`src/rtl/data_memory_arb.sv`:
```
// data_memory_arb: shared LSU data memory, round-robin arbitrated over per-channel
// read/write ports into one fixed-latency access port. Optional macro DMEM_ADDR_CHECK_EN.
module data_memory_arb #(
    parameter int unsigned NUM_CHANNELS = 4,
    parameter int unsigned ADDR_BITS    = 8,
    parameter int unsigned DATA_BITS    = 8,
    parameter int unsigned DEPTH        = 256,
    parameter int unsigned LATENCY      = 1
) (
    input  logic                              clk,
    input  logic                              reset_n,
    input  logic [NUM_CHANNELS-1:0]           mem_read_valid,
    input  logic [NUM_CHANNELS*ADDR_BITS-1:0] mem_read_addr,
    output logic [NUM_CHANNELS-1:0]           mem_read_ready,
    output logic [NUM_CHANNELS*DATA_BITS-1:0] mem_read_data,
    input  logic [NUM_CHANNELS-1:0]           mem_write_valid,
    input  logic [NUM_CHANNELS*ADDR_BITS-1:0] mem_write_addr,
    input  logic [NUM_CHANNELS*DATA_BITS-1:0] mem_write_data,
    output logic [NUM_CHANNELS-1:0]           mem_write_ready,
    output logic                              busy
`ifdef DMEM_ADDR_CHECK_EN
    ,
    output logic [NUM_CHANNELS-1:0]           mem_err
`endif
);

    localparam int unsigned NUM_SLOTS = 2 * NUM_CHANNELS;
    localparam int unsigned SLOT_BITS = $clog2(NUM_SLOTS);
    localparam int unsigned CH_BITS   = (NUM_CHANNELS > 1) ? $clog2(NUM_CHANNELS) : 1;
    localparam int unsigned CNT_BITS  = (LATENCY > 1) ? $clog2(LATENCY) : 1;
    localparam int unsigned IDX_BITS  = (DEPTH > 1) ? $clog2(DEPTH) : 1;

    typedef enum logic {
        IDLE = 1'b0,
        BUSY = 1'b1
    } state_t;

    state_t                 state;
    logic [SLOT_BITS-1:0]   rr_ptr;
    logic [SLOT_BITS-1:0]   acc_slot;
    logic [ADDR_BITS-1:0]   acc_addr;
    logic [DATA_BITS-1:0]   acc_wdata;
    logic [CNT_BITS-1:0]    cnt;

    logic [NUM_SLOTS-1:0]   eligible;
    logic                   grant_found;
    logic [SLOT_BITS-1:0]   grant_slot;
    logic [CH_BITS-1:0]     grant_ch;
    logic [ADDR_BITS-1:0]   grant_addr;
    logic [DATA_BITS-1:0]   grant_wdata;

    logic [CH_BITS-1:0]     acc_ch;
    logic [IDX_BITS-1:0]    acc_idx;
    logic                   acc_done;
    logic                   acc_in_range;
    logic                   do_write;
    logic [DATA_BITS-1:0]   rd_value;

    logic [DATA_BITS-1:0]   mem [DEPTH];

    // Slot index base+off, wrapped into 0..NUM_SLOTS-1 (slot count need not be a power of two)
    function automatic logic [SLOT_BITS-1:0] slot_after(input int unsigned base, input int unsigned off);
        int unsigned s;
        s = base + off;
        if (s >= NUM_SLOTS) begin
            s = s - NUM_SLOTS;
        end
        return SLOT_BITS'(s);
    endfunction

    // Array index; modulo reduces to the low bits when DEPTH is a power of two
    function automatic logic [IDX_BITS-1:0] mem_index(input logic [ADDR_BITS-1:0] a);
        return IDX_BITS'(32'(a) % DEPTH);
    endfunction

    // A slot whose ready is high this cycle is still showing the old valid; skip it
    always_comb begin
        eligible = '0;
        for (int unsigned c = 0; c < NUM_CHANNELS; c++) begin
            eligible[2*c]   = mem_read_valid[c]  & ~mem_read_ready[c];
            eligible[2*c+1] = mem_write_valid[c] & ~mem_write_ready[c];
        end
    end

    // Round-robin pick: first eligible slot at or after rr_ptr
    always_comb begin
        grant_found = 1'b0;
        grant_slot  = '0;
        for (int unsigned i = 0; i < NUM_SLOTS; i++) begin
            if (!grant_found && eligible[slot_after(32'(rr_ptr), i)]) begin
                grant_found = 1'b1;
                grant_slot  = slot_after(32'(rr_ptr), i);
            end
        end
        grant_ch    = CH_BITS'(grant_slot >> 1);
        grant_addr  = grant_slot[0] ? mem_write_addr[32'(grant_ch)*ADDR_BITS +: ADDR_BITS]
                                    : mem_read_addr[32'(grant_ch)*ADDR_BITS +: ADDR_BITS];
        grant_wdata = mem_write_data[32'(grant_ch)*DATA_BITS +: DATA_BITS];
    end

    always_comb begin
        acc_ch   = CH_BITS'(acc_slot >> 1);
        acc_idx  = mem_index(acc_addr);
        acc_done = (state == BUSY) && (cnt == '0);
`ifdef DMEM_ADDR_CHECK_EN
        acc_in_range = (32'(acc_addr) < DEPTH);
`else
        acc_in_range = 1'b1;
`endif
        do_write = acc_done & acc_slot[0] & acc_in_range;
        rd_value = acc_in_range ? mem[acc_idx] : '0;
    end

    // Data store: not reset; a write lands on the same edge its ready rises
    always_ff @(posedge clk) begin
        if (do_write) begin
            mem[acc_idx] <= acc_wdata;
        end
    end

    // Access FSM with registered completion pulses and held read data
    always_ff @(posedge clk or negedge reset_n) begin
        if (!reset_n) begin
            state           <= IDLE;
            rr_ptr          <= '0;
            acc_slot        <= '0;
            acc_addr        <= '0;
            acc_wdata       <= '0;
            cnt             <= '0;
            busy            <= 1'b0;
            mem_read_ready  <= '0;
            mem_write_ready <= '0;
            mem_read_data   <= '0;
`ifdef DMEM_ADDR_CHECK_EN
            mem_err         <= '0;
`endif
        end else begin
            mem_read_ready  <= '0;
            mem_write_ready <= '0;
`ifdef DMEM_ADDR_CHECK_EN
            mem_err         <= '0;
`endif
            case (state)
                IDLE: begin
                    if (grant_found) begin
                        acc_slot  <= grant_slot;
                        acc_addr  <= grant_addr;
                        acc_wdata <= grant_wdata;
                        cnt       <= CNT_BITS'(LATENCY - 1);
                        rr_ptr    <= slot_after(32'(grant_slot), 1);
                        busy      <= 1'b1;
                        state     <= BUSY;
                    end
                end
                BUSY: begin
                    if (cnt != '0) begin
                        cnt <= cnt - CNT_BITS'(1);
                    end else begin
                        if (acc_slot[0]) begin
                            mem_write_ready[acc_ch] <= 1'b1;
                        end else begin
                            mem_read_ready[acc_ch] <= 1'b1;
                            mem_read_data[32'(acc_ch)*DATA_BITS +: DATA_BITS] <= rd_value;
                        end
`ifdef DMEM_ADDR_CHECK_EN
                        mem_err[acc_ch] <= ~acc_in_range;
`endif
                        busy  <= 1'b0;
                        state <= IDLE;
                    end
                end
                default: begin
                    busy  <= 1'b0;
                    state <= IDLE;
                end
            endcase
        end
    end

endmodule

```
`config.mk`:
```
export PLATFORM = sky130hd
export DESIGN_NAME = data_memory_arb
export DESIGN_NICKNAME = d
export VERILOG_FILES = /design/src/rtl/data_memory_arb.sv
export SDC_FILE = /design/constraint.sdc
export NUM_CORES = 2
export LEC_CHECK = 0
export CORE_MARGIN = 1
export CORE_UTILIZATION = 35
export CTS_BUF_LIST = sky130_fd_sc_hd__clkbuf_2 sky130_fd_sc_hd__clkbuf_4 sky130_fd_sc_hd__clkbuf_8
export CTS_CLUSTER_DIAMETER = 120
export DETAILED_ROUTE_END_ITERATION = 7
export PLACE_DENSITY = 0.47
export SLEW_MARGIN = 25
export SYNTH_ARGS = -nofsm -noshare
export SYNTH_HDL_FRONTEND = slang
export SYNTH_SLANG_ARGS = --single-unit
```
`constraint.sdc`:
```
create_clock -name clk -period 4.8 [get_ports clk]
set_input_delay 0.72 -clock clk [delete_from_list [all_inputs] [get_ports clk]]
set_output_delay 0.72 -clock clk [all_outputs]
set_load 0.01 [all_outputs]
```
* Yosys cells after proc, flatten, opt, wreduce, memory -nomap -nowiden
Memories as Yosys holds them, arrays and structs flattened. Cells that the tools add are included. W data, S select, Z words.
Operators by class: add/sub/neg operators 19, order comparisons 19, eq/ne operators 2, shifts and indexed selects 5, multiplexer cells 62, bitwise gates (word level) 20, reduce and logical (&&, ||, !) cells 19
Operators by type and width (count):
- $shiftx A32 B6 Y8 | 3
- $mux W3 | 17
- $neg A5 Y34 | 1
- $shift A8 B34 Y32 const A | 1
- $shiftx A8 B34 Y32 | 1
- $bwmux W32 | 1
- $ge A4 B4 Y1 const B | 8
- $lt A3 B4 Y1 const B | 8
- $sub A3 B1 Y3 const B | 9
- $mux W1 | 25
- $bmux W1 S3 | 8
- $mux W4 | 6
- $add A3 B3 Y4 const B | 4
- $not A1 Y1 | 11
- $and A1 B1 Y1 | 9
- $logic_and A1 B1 Y1 | 9
- $add A3 B1 Y4 const B | 2
- $add A3 B2 Y4 const B | 2
- $mux W8 | 1
- $logic_not A1 Y1 | 7
- $pmux W1 S2 | 3
- $ge A3 B4 Y1 const B | 1
- $ne A2 B2 Y1 const B | 2
- $reduce_and A2 Y1 | 2
- 5 further kinds | 5
Storage, ports and cells: flip-flop bits (word level) 65, bits in writable memories 2048, bits of input ports 106, output and inout port bits 41, memories 1
Memories:
- mem | depth 256, bits a word 8, read ports 1, clocked after memory_dff 0, wr ports 1, line 59 | logic [DATA_BITS-1:0] mem [DEPTH];

* Longest topological paths before layout
word-level depth 29, depth in mapped cells 17, depth with buffers taken out 13

* Worst setup path before layout
OpenSTA, ideal clock, no wires.
path kind register -> register, start reg acc_wdata[5], end mem mem[0][5], data pin, arrival 3183 ps, data required time 3996 ps, slack 813 ps, stages on the path, launching flop included 1, clock period less this slack 3987 ps, cell sequence dfrtp_1
RTL lines:
- start, declared | line 42 | logic [DATA_BITS-1:0] acc_wdata;
- start signal, assigned | line 148 | acc_wdata <= grant_wdata;
- end, declared | line 59
No word-level cell before the write port.

* Final worst setup path
start reg rr_ptr[1], end reg acc_wdata[7]
On the way: word-level cells in the longest chain between the ends 27, elaborated cells between the ends (all ways) 79
RTL lines:
- start, declared | line 39 | logic [SLOT_BITS-1:0] rr_ptr;
- start signal, assigned | line 150 | rr_ptr <= slot_after(32'(grant_slot), 1);
- parallel branches: the longest is 27 deep, another holds $add A3 B1 Y4
Several ways; the timed one is not identified. The select of a mux whose other input is x is not followed. A chain may end at the register's enable or synchronous reset.

==> results.json <==
{
  "synth_seq_area_share_pct": 75.7,
  "ant_nets": 0,
  "boundaryPins": 147,
  "grt_usage_pct": 19.0,
  "setup_tns_ps": 0,
  "place_congestion": 0.838,
  "synth_area_leader_cell": "edfxtp_1",
  "status": "complete, no violations",
  "syn_inst": 3722,
  "end_kind": "flop",
  "io_buffers": 146,
  "syn_area_per_cell_sq_um": 22.4,
  "maxSlewViolCount": 0,
  "die_w_um": 490,
  "rr_worst_depth": 10,
  "drc_errors": 0,
  "worstSetupStartpoint": "rr_ptr[1]",
  "min_period_over_period_pct": 89.2,
  "cts_resized": 0,
  "cts_setup_buffers": 0,
  "die_area_sq_um": 240000,
  "synthMuxAreaShare_pct": 19.2,
  "arrival_ps": 5180,
  "avgRoutedWirePerCell_um": 29.5,
  "p_clk_share_pct": 25.5,
  "synth_top_area_share_pct": 73.8,
  "power_switching_w": 0.0210,
  "switching_share_pct": 33.8,
  "finalPower_w": 0.0623,
  "max_freq_ghz": 0.233,
  "root_buffer": "clkbuf_8",
  "dp_hpwl_mm": 140,
  "rsz0062_at_grt": "false",
  "drive_gt1_share_pct": 34.6,
  "synth_top_family_by_area": "multiplexers",
  "vias": 40900,
  "pwr-share-seq_pct": 39.3,
  "worst_pin_slew_ps": 1130,
  "antenna_found_initial": 18,
  "async_reset_ff_share_pct": 3.03,
  "setup_viol": 0,
  "clk_latency_ps": 1090,
  "cts_tree": "built",
  "worstPathMaxFanout": 9,
  "grt_pass1_vias": 43200,
  "regToRegStartpoint": "rr_ptr[1]",
  "yosys_warnings": 0,
  "rrSetupSlack_ps": 520,
  "core_sq_um": 236000,
  "grt_max_degree": 197,
  "gr-total-overflow": 0,
  "power.density_nw_per_um2": 637,
  "worst_clock_skew_ps": 105,
  "hold_viol": 0,
  "wirelength_mm": 229,
  "synth_seq_cells": 2112,
  "drt_iter0_markers": 3661,
  "yosysUniqueCellTypes": 67,
  "maxCapViolCount": 0,
  "required_ps": 5700,
  "worstSetupEndpoint": "acc_wdata[7]",
  "synthFlopType": "edfxtp_1",
  "synth_compound_area_share_pct": 1.10,
  "routed_via_density": 5.27,
  "die_h_um": 490,
  "synth_xor_area_share_pct": 0.0315,
  "synth_nets": 3836,
  "nets": 4446,
  "maxSlewHeadroom_pct": 24.7,
  "grt_pass1_wl_mm": 328,
  "start_util_pct": 35.3,
  "p_leak_nw": 30.8,
  "rows": 178,
  "clock-sinks": 2112,
  "ir_drop_v": 0.000451,
  "min_period_ps": 4280,
  "synth_area_leaders": "edfxtp_1 74%, mux4_2 18%, dfrtp_1 1.9%",
  "synthesis.area_sq_um": 83400,
  "synth-edff-count": 2048,
  "internal_power_w": 0.0413,
  "crit_type": "flop to flop",
  "cts.path.max_buffers": 4,
  "hp-class": "primary input to asynchronous set/reset pin",
  "synthAdderAreaFrac_pct": 0.120,
  "cts.clk_slew.worst_paths_ps": 60,
  "dr.pass1.iters": 7,
  "combinationalPowerShare_pct": 35.2,
  "htree_levels": 5,
  "r2r-end": "acc_wdata[7]",
  "yosys.area_share.simple_pct": 2.61,
  "start_kind": "flop",
  "cts_buffers": 367,
  "area_growth_pct": 17.3
}
-- area by class of cell --
type	count	area (sq um)
Timing Repair Buffer	463	4410
Clock buffer	481	5960
Multi-Input combinational cell	1372	19300
Inverter	16	65.1
Antenna cell	3	7.51
Sequential cell	2112	63100
Clock inverter	155	957
Tap cell	3150	3940
Fill cell	20800	138000
-- synthesized netlist by cell type (all sizes together) (2+ instances only) --
cell type	number
a2111oi	4
a211o	2
a211oi	7
a21boi	4
a21oi	6
a22o	24
a22oi	7
a2bb2oi	2
a31oi	8
and2	7
and2b	2
and3	7
buf	98
clkbuf	124
clkinv	2
dfrtp	64
edfxtp	2048
ha	8
inv	14
mux2	34
mux2i	36
mux4	676
nand2	77
nand2b	7
nand3	53
nand4	15
nor2	275
nor2b	23
nor3	6
nor3b	3
nor4	4
nor4b	2
nor4bb	2
o211ai	17
o21ai	31
o22ai	3
o311ai	2
xor2	2
-- registers in the layout, summed over array words and instances (netlist names) --
register         cells
acc_addr             8
acc_slot             3
acc_wdata            8
busy                 1
mem               2048
mem_read_data       32
mem_read_ready       4
mem_write_ready      4
rr_ptr               3
state                1
-- metal layers --
layer | routed length (um) | up-vias | track usage (%)
met1 | 102000 | 22200 | 26.9
met5 | 13 | - | 0
met3 | 13100 | 338 | 3.55
li1 | - | 17000 | -
met4 | 4980 | 2 | 5.16
met2 | 109000 | 1346 | 30.1
-- power by group through the flow --
stage | Sequential, W | Clock [W] | Combinational (W)
final | 0.0245 | 0.0159 | 0.0219
after global routing | 0.0245 | 0.0171 | 0.0232
after CTS | 0.0245 | 0.0164 | 0.0224
after detailed placement | 0.0249 | 0 | 0.0223
after global placement | 0.0248 | 0 | 0.0222
after floorplan | 0.0258 | 0 | 0.0121
-- logic make-up (layout without fill, tap and decap cells) --
kind of cell,after synthesis,in the layout
flops,2112,2112
mux,746,746
simple gates,488,488
buf+inv,238,1115
compound gates,127,127
fa+ha+maj,8,8
xor+xnor,3,3
other cells,0,3
-- repair_timing --
action | in CTS | in global routing
endpoints found under the hold margin | 27 | 0
hold buffers | 1 | 0
endpoints found under the setup margin | 0 | 0
-- cell usage in the layout (no fill, tap or decap), types with 6 or more instances in the layout --
cell type	Yosys	layout
nor3_1	6	6
mux4_2	665	665
and2_1	6	6
a21oi_1	6	6
nand2_1	77	77
buf_4	7	271
clkbuf_4	0	105
inv_1	12	12
nor2b_1	23	20
clkinv_1	2	101
and3_1	7	7
nor2_1	273	271
o211ai_1	17	17
nand2b_1	7	7
clkinv_2	0	36
a22o_1	24	24
clkbuf_8	0	376
buf_12	0	44
nand4_1	15	15
a31oi_1	8	8
o21ai_0	31	31
mux2i_1	36	36
clkinvlp_4	0	7
edfxtp_1	2048	2048
clkdlybuf4s50_1	0	145
nand3_2	0	8
bufinv_16	0	11
mux2_2	29	29
nand3_1	53	45
ha_1	8	8
dfrtp_4	0	12
mux4_1	11	11
a22oi_1	7	7
dfrtp_1	64	50
a211oi_1	7	7
-- per-stage QoR --
stage	hold WS (ps)	cells	area [sq um]	util (%)	setup slack [ps]
floorplan	424	3722	83400	-	813
global placement	472	7111	90800	38.5	292
detailed placement	473	7111	90800	38.5	289
CTS	128	7748	97800	41.4	461
global route	208	7750	97800	41.4	255
finish	214	7752	97800	41.4	517
-- how the worst min path moves through the flow --
stage | start | cells past startpoint | to
2_1_floorplan | reset_n | 0 | acc_addr[0]
3_3_place_gp | mem_read_data[21] | 2 | mem_read_data[21]
3_5_place_dp | mem_read_data[29] | 2 | mem_read_data[29]
4_1_cts | reset_n | 2 | mem_read_data[13]
5_1_grt | reset_n | 2 | mem_read_data[13]
6_report | reset_n | 2 | mem_read_data[13]
-- critical path, stage by stage, from the launching register on --
cell and delay (ps):
dfrtp_1 340, clkinv_1 270, ha_1 700, clkinv_1 200
mux4_2 530, nor4b_4 460, and2_4 260, a32oi_2 80
nor2_4 370, mux4_1 610, mux2_2 270
No activity file was read; power rests on OpenSTA's default activity.
